`src/rtl/color_subcarrier_dds.sv`:
```
// Colour-subcarrier NCO: 4x subcarrier square wave from a phase accumulator on mcolorclk.
// Tuning-word changes are deferred to accumulator wrap so the output stays phase-continuous.
module color_subcarrier_dds #(
  parameter int unsigned      ACC_W    = 32,
  parameter logic [ACC_W-1:0] INC_PAL  = ACC_W'(761689901),
  parameter logic [ACC_W-1:0] INC_NTSC = ACC_W'(614961234),
  parameter logic [ACC_W-1:0] INC_PALN = ACC_W'(615553001),
  parameter logic [ACC_W-1:0] INC_PALM = ACC_W'(614310196)
) (
  input  logic             clk,
  input  logic             rst_n,
  input  logic             enable,
  input  logic             mode,
  input  logic             altern,
  output logic             clkcolor4x,
  output logic             rise_stb,
  output logic [ACC_W-1:0] inc_active
);

  typedef enum logic {IDLE, RUN} state_e;

  logic             en_meta_q, en_sync_q;
  logic             mode_meta_q, mode_sync_q;
  logic             alt_meta_q, alt_sync_q;
  logic [ACC_W-1:0] acc_q, acc_d;
  logic [ACC_W-1:0] inc_q, inc_d;
  logic             clk4x_q, clk4x_d;
  logic             rise_q, rise_d;
  logic [ACC_W-1:0] sel_word;
  logic [ACC_W:0]   sum;
  state_e           state;

  always_ff @(posedge clk or negedge rst_n) begin
    if (!rst_n) begin
      en_meta_q   <= 1'b0;
      en_sync_q   <= 1'b0;
      mode_meta_q <= 1'b1;
      mode_sync_q <= 1'b1;
      alt_meta_q  <= 1'b0;
      alt_sync_q  <= 1'b0;
    end else begin
      en_meta_q   <= enable;
      en_sync_q   <= en_meta_q;
      mode_meta_q <= mode;
      mode_sync_q <= mode_meta_q;
      alt_meta_q  <= altern;
      alt_sync_q  <= alt_meta_q;
    end
  end

  always_comb begin
    sel_word = INC_PAL;
    case ({mode_sync_q, alt_sync_q})
      2'b10:   sel_word = INC_PAL;
      2'b11:   sel_word = INC_PALN;
      2'b00:   sel_word = INC_NTSC;
      default: sel_word = INC_PALM;
    endcase
  end

  always_ff @(posedge clk or negedge rst_n) begin
    if (!rst_n) begin
      acc_q   <= '0;
      inc_q   <= INC_PAL;
      clk4x_q <= 1'b1;
      rise_q  <= 1'b0;
    end else begin
      acc_q   <= acc_d;
      inc_q   <= inc_d;
      clk4x_q <= clk4x_d;
      rise_q  <= rise_d;
    end
  end

  always_comb begin
    state   = en_sync_q ? RUN : IDLE;
    sum     = {1'b0, acc_q} + {1'b0, inc_q};
    acc_d   = acc_q;
    inc_d   = inc_q;
    clk4x_d = clk4x_q;
    rise_d  = 1'b0;
    case (state)
      IDLE: begin
        acc_d   = '0;
        inc_d   = sel_word;
        clk4x_d = 1'b1;
      end
      RUN: begin
        acc_d   = sum[ACC_W-1:0];
        clk4x_d = acc_q[ACC_W-1];
        rise_d  = acc_q[ACC_W-1] & ~clk4x_q;
        // Word swap only on carry-out keeps the phase continuous.
        if (sum[ACC_W]) inc_d = sel_word;
      end
      default: ;
    endcase
  end

  assign clkcolor4x = clk4x_q;
  assign rise_stb   = rise_q;
  assign inc_active = inc_q;

endmodule

```
`config.mk`:
```
export PLATFORM = sky130hd
export DESIGN_NAME = color_subcarrier_dds
export DESIGN_NICKNAME = d
export VERILOG_FILES = /design/src/rtl/color_subcarrier_dds.sv
export SDC_FILE = /design/constraint.sdc
export NUM_CORES = 1
export LEC_CHECK = 0
export ABC_AREA = 1
export CORE_MARGIN = 1
export CORE_UTILIZATION = 50
export CTS_CLUSTER_DIAMETER = 40
export DETAILED_ROUTE_END_ITERATION = 12
export DONT_BUFFER_PORTS = 1
export GPL_TIMING_DRIVEN = 1
export HOLD_SLACK_MARGIN = 0.02
export SETUP_SLACK_MARGIN = 0.4
export SYNTH_ARGS = -nofsm -noshare
export SYNTH_HDL_FRONTEND = slang
export SYNTH_SLANG_ARGS = --single-unit
```
`constraint.sdc`:
```
create_clock -name clk -period 3.23 [get_ports clk]
set_clock_uncertainty 0.2 [all_clocks]
set_input_delay 0.323 -clock clk [delete_from_list [all_inputs] [get_ports clk]]
set_output_delay 0.323 -clock clk [all_outputs]
set_load 0.01 [all_outputs]
```
==> impl_metrics.prom <==
# TYPE chip_impl_metric gauge
chip_impl_metric{name="mappedNetlistArea",unit="um2"} 4330
chip_impl_metric{name="start_util",unit=""} 0.521
chip_impl_metric{name="antenna_found_initial",unit=""} 0
chip_impl_metric{name="vias",unit=""} 3855
chip_impl_info{name="worst_r2r_startpoint",value="inc_active[24]"} 1
chip_impl_metric{name="synth-seq-area-share",unit=""} 0.315
chip_impl_metric{name="worst-path-stages",unit=""} 9
chip_impl_info{name="holdCritPathClass",value="register to register"} 1
chip_impl_metric{name="route.final.wire_length",unit="um"} 10700
chip_impl_info{name="critical_path.startpoint_type",value="register"} 1
chip_impl_metric{name="nNetsFinal",unit=""} 710
chip_impl_metric{name="antenna_cells_inserted",unit=""} 0
chip_impl_metric{name="cts.reportedPaths.clkPinSlew",unit="ps"} 110
chip_impl_info{name="cts_tree",value="done"} 1
chip_impl_metric{name="antenna_violating_nets_post_route",unit=""} 0
chip_impl_metric{name="post_synth_num_cell_types",unit=""} 30
chip_impl_metric{name="grt_first_pass_wirelength",unit="um"} 18000
chip_impl_metric{name="routed_wire_length_per_instance",unit="um"} 13.8
chip_impl_metric{name="post_route_cell_area",unit="um2"} 4490
chip_impl_metric{name="max_h_tree_level",unit=""} 2
chip_impl_info{name="end_kind",value="register"} 1
chip_impl_metric{name="synth_area_per_inst",unit="um2"} 6.39
chip_impl_metric{name="flow.area_growth_from_synthesis",unit="%"} 3.73
chip_impl_metric{name="gp_congestion",unit=""} 0.946
chip_impl_metric{name="timing.hold.ws",unit="ps"} 161
chip_impl_metric{name="hold_violations",unit=""} 0
chip_impl_metric{name="setup-violations-final",unit=""} 0
chip_impl_metric{name="ys_seq_elements",unit=""} 54
chip_impl_metric{name="cp_data_required_time",unit="ps"} 3250
chip_impl_info{name="worstPathCellList",value="ha_1 > a21oi_1 > o21ai_1 > nand2_1 > nand3_2 > nor2_4 > nand2_4 > nand2_1 > nand2_1"} 1
chip_impl_metric{name="rr_worst_depth",unit=""} 9
chip_impl_metric{name="clock.fmax",unit="MHz"} 383
chip_impl_metric{name="max_cap_viol_count",unit=""} 0
chip_impl_metric{name="maximum_number_of_pins_on_one_net_before_global_route_repair",unit=""} 55
chip_impl_metric{name="firstDrtPassIters",unit=""} 5
chip_impl_metric{name="slew_viol_final",unit=""} 0
chip_impl_metric{name="critical_path_peak_fanout",unit=""} 15
chip_impl_metric{name="floorplan.io_pins",unit=""} 39
chip_impl_metric{name="area_enclosed_by_the_die_boundary",unit="um2"} 9030
chip_impl_metric{name="grt_pass1_vias",unit=""} 3600
chip_impl_metric{name="dpl.hpwl",unit="um"} 8580
chip_impl_metric{name="grt-ovfl-total",unit=""} 0
chip_impl_metric{name="viasPerCell",unit=""} 4.96
chip_impl_metric{name="period_share",unit=""} 0.807
chip_impl_metric{name="worst_ep_arrival_time",unit="ps"} 2620
chip_impl_metric{name="cp.buffers_inverters",unit=""} 0
chip_impl_metric{name="drc",unit=""} 0
chip_impl_metric{name="reg2reg_slack",unit="ps"} 620
chip_impl_metric{name="chipWidth",unit="um"} 95.0
chip_impl_info{name="worst-setup-path-type",value="register to register"} 1
chip_impl_info{name="holdPathEnd",value="en_sync_q"} 1
chip_impl_metric{name="holdPathStages",unit=""} 0
chip_impl_metric{name="final_period_minus_worst_setup_slack",unit="ps"} 2610
chip_impl_metric{name="final.setup.tns",unit="ps"} 0
chip_impl_metric{name="postCtsSetupBuffers",unit=""} 0
chip_impl_metric{name="core.rowCount",unit=""} 33
chip_impl_metric{name="synthCells",unit=""} 677
chip_impl_metric{name="yosys_warnings",unit=""} 0
chip_impl_metric{name="tritoncts.num_buffers",unit=""} 5
chip_impl_info{name="timing.critical_path.slowest_stage_cell",value="dfstp_4"} 1
chip_impl_info{name="critical_path.reg2reg.endpoint",value="inc_active[23]"} 1
chip_impl_metric{name="first_iter_violations",unit=""} 223
chip_impl_metric{name="clock_latency",unit="ps"} 320
chip_impl_metric{name="clock_sinks",unit=""} 54
chip_impl_metric{name="power-per-cell-area",unit="nW/um2"} 565
chip_impl_metric{name="cts-root-to-sink-buffers",unit=""} 2
chip_impl_metric{name="ir_drop",unit="V"} 0.000235
chip_impl_metric{name="detailed_place.area",unit="um2"} 4320
chip_impl_metric{name="post_route_cells_drive_above_1_share",unit=""} 0.0609
chip_impl_info{name="holdCritStartpoint",value="en_meta_q"} 1
chip_impl_metric{name="grt_util_all_layers",unit=""} 0.266
chip_impl_info{name="setup_repair_after_global_routing_missed_its_margin",value="no"} 1
chip_impl_info{name="outcome",value="finished, final reports clean"} 1
chip_impl_metric{name="total_leakage_power",unit="nW"} 2.64
chip_impl_metric{name="fin_util",unit=""} 0.541
chip_impl_metric{name="worst_path_largest_cell_delay",unit="ps"} 770
chip_impl_metric{name="coreArea",unit="um2"} 8300
chip_impl_metric{name="numPortBuffers",unit=""} 0
chip_impl_metric{name="dieHeight",unit="um"} 95.0
chip_impl_info{name="critical-path-top-delay-family",value="simple AND/OR/NAND/NOR gates"} 1
chip_impl_info{name="root_buffer",value="clkbuf_8"} 1
chip_impl_info{name="crit_top_cell",value="nand2_1"} 1
==> worst max-delay path by stage <==
| stage | from | to | slack (ps) |
|---|---|---|---|
| after global placement | inc_active[24] | inc_active[23] | 660 |
| after CTS | inc_active[24] | inc_active[23] | 550 |
| after floorplan | inc_active[10] | inc_active[16] | 780 |
| after global routing | inc_active[10] | inc_active[24] | 420 |
| final | inc_active[24] | inc_active[23] | 620 |
| after detailed placement | inc_active[24] | inc_active[23] | 570 |
==> layout by cell type, fill, tap and decap left out, drive strengths merged <==
cell	instances
dlygate4sd3	4
nand4	4
inv	141
and2	2
xnor2	4
nor2	58
ha	32
nor3	12
o21bai	1
buf	3
fa	1
nand3	46
clkinv	2
nand2	245
clkbuf	5
o21ai	15
conb	7
dfrtp	44
dfstp	10
a21oi	37
==> cell families after synthesis <==
| logic type | synth area share |
|---|---|
| adder cells (fa/ha/maj) | 0.0972 |
| other | 0.00174 |
| AO/OA/AOI/OAI | 0.0628 |
| flip-flops | 0.315 |
| AND/OR/NAND/NOR | 0.354 |
| XOR/XNOR | 0.00810 |
| buffers and inverters | 0.161 |
==> layout make-up <==
type                       instances  area [um2]
clock inverter                     3        26.3
tap                              105         131
inverter                         140         526
multi-input combinational        464        2290
clock buffer                       5        68.8
sequential                        54        1370
fill                             862        3810
timing repair buffer               7        82.6
==> layer usage <==
metal  global-route usage  vias up  share of wire
met5                    0        -              0
met4               0.0518        0         0.0097
met3               0.0303       10          0.055
met2                0.421       95           0.43
met1                0.391     1733           0.51
li1                     -     2017              -
==> Yosys cell counts <==
| cell | instances | area [um2] |
|---|---|---|
| buf_6 | 1 | 11.3 |
| nand3_2 | 2 | 20.0 |
| nand2_2 | 8 | 50.1 |
| conb_1 | 2 | 7.51 |
| o21ai_1 | 1 | 5.00 |
| fa_1 | 1 | 20.0 |
| clkbuf_1 | 3 | 11.3 |
| nor3_1 | 12 | 60.1 |
| buf_2 | 1 | 5.00 |
| o21bai_1 | 1 | 7.51 |
| nor2_4 | 1 | 11.3 |
| and2_1 | 2 | 12.5 |
| clkinv_1 | 1 | 3.75 |
| ha_1 | 32 | 400 |
| dfstp_2 | 10 | 263 |
| nand3_4 | 1 | 17.5 |
| nand2_1 | 236 | 886 |
| dfrtp_1 | 44 | 1100 |
| nor2_2 | 4 | 25.0 |
| buf_4 | 19 | 143 |
| xnor2_1 | 4 | 35.0 |
| inv_1 | 137 | 514 |
| nor2_1 | 53 | 199 |
| a21oi_2 | 1 | 8.76 |
| nand2_4 | 1 | 11.3 |
| a21oi_1 | 36 | 180 |
| o21ai_0 | 14 | 70.1 |
| inv_2 | 2 | 7.51 |
| nand4_1 | 4 | 25.0 |
| nand3_1 | 43 | 215 |
==> sequential cells by signal, summed over array words and instances, names as in the netlist <==
| register | count |
|---|---|
| acc_q | 32 |
| alt_meta_q | 1 |
| alt_sync_q | 1 |
| clkcolor4x | 1 |
| en_meta_q | 1 |
| en_sync_q | 1 |
| inc_active | 14 |
| mode_meta_q | 1 |
| mode_sync_q | 1 |
| rise_stb | 1 |
==> power breakdown <==
part / switching [mW] / internal (mW) / leakage [nW]
clock network: 0.257 / 0.161 / 0.0491
registers: 0.112 / 0.817 / 0.670
logic: 0.797 / 0.392 / 1.93
total: 1.17 / 1.37 / 2.64
==> metrics by stage <==
| step | total power, mW | setup WS, ps | cells |
|---|---|---|---|
| final | 2.54 | 622 | 778 |
| after global routing | 2.77 | 421 | 778 |
| after CTS | 2.54 | 552 | 778 |
| after detailed placement | 2.10 | 568 | 765 |
| after global placement | 2.08 | 661 | 765 |
| after floorplan | 1.84 | 779 | 682 |
==> timing repair <==
item                                   4_1_cts  5_1_grt
endpoints found under the hold margin       57        0
gates resized for setup                      0        1
hold buffers                                 5        0
setup endpoints to repair                    0        3
(Power assumes the default switching activity.)
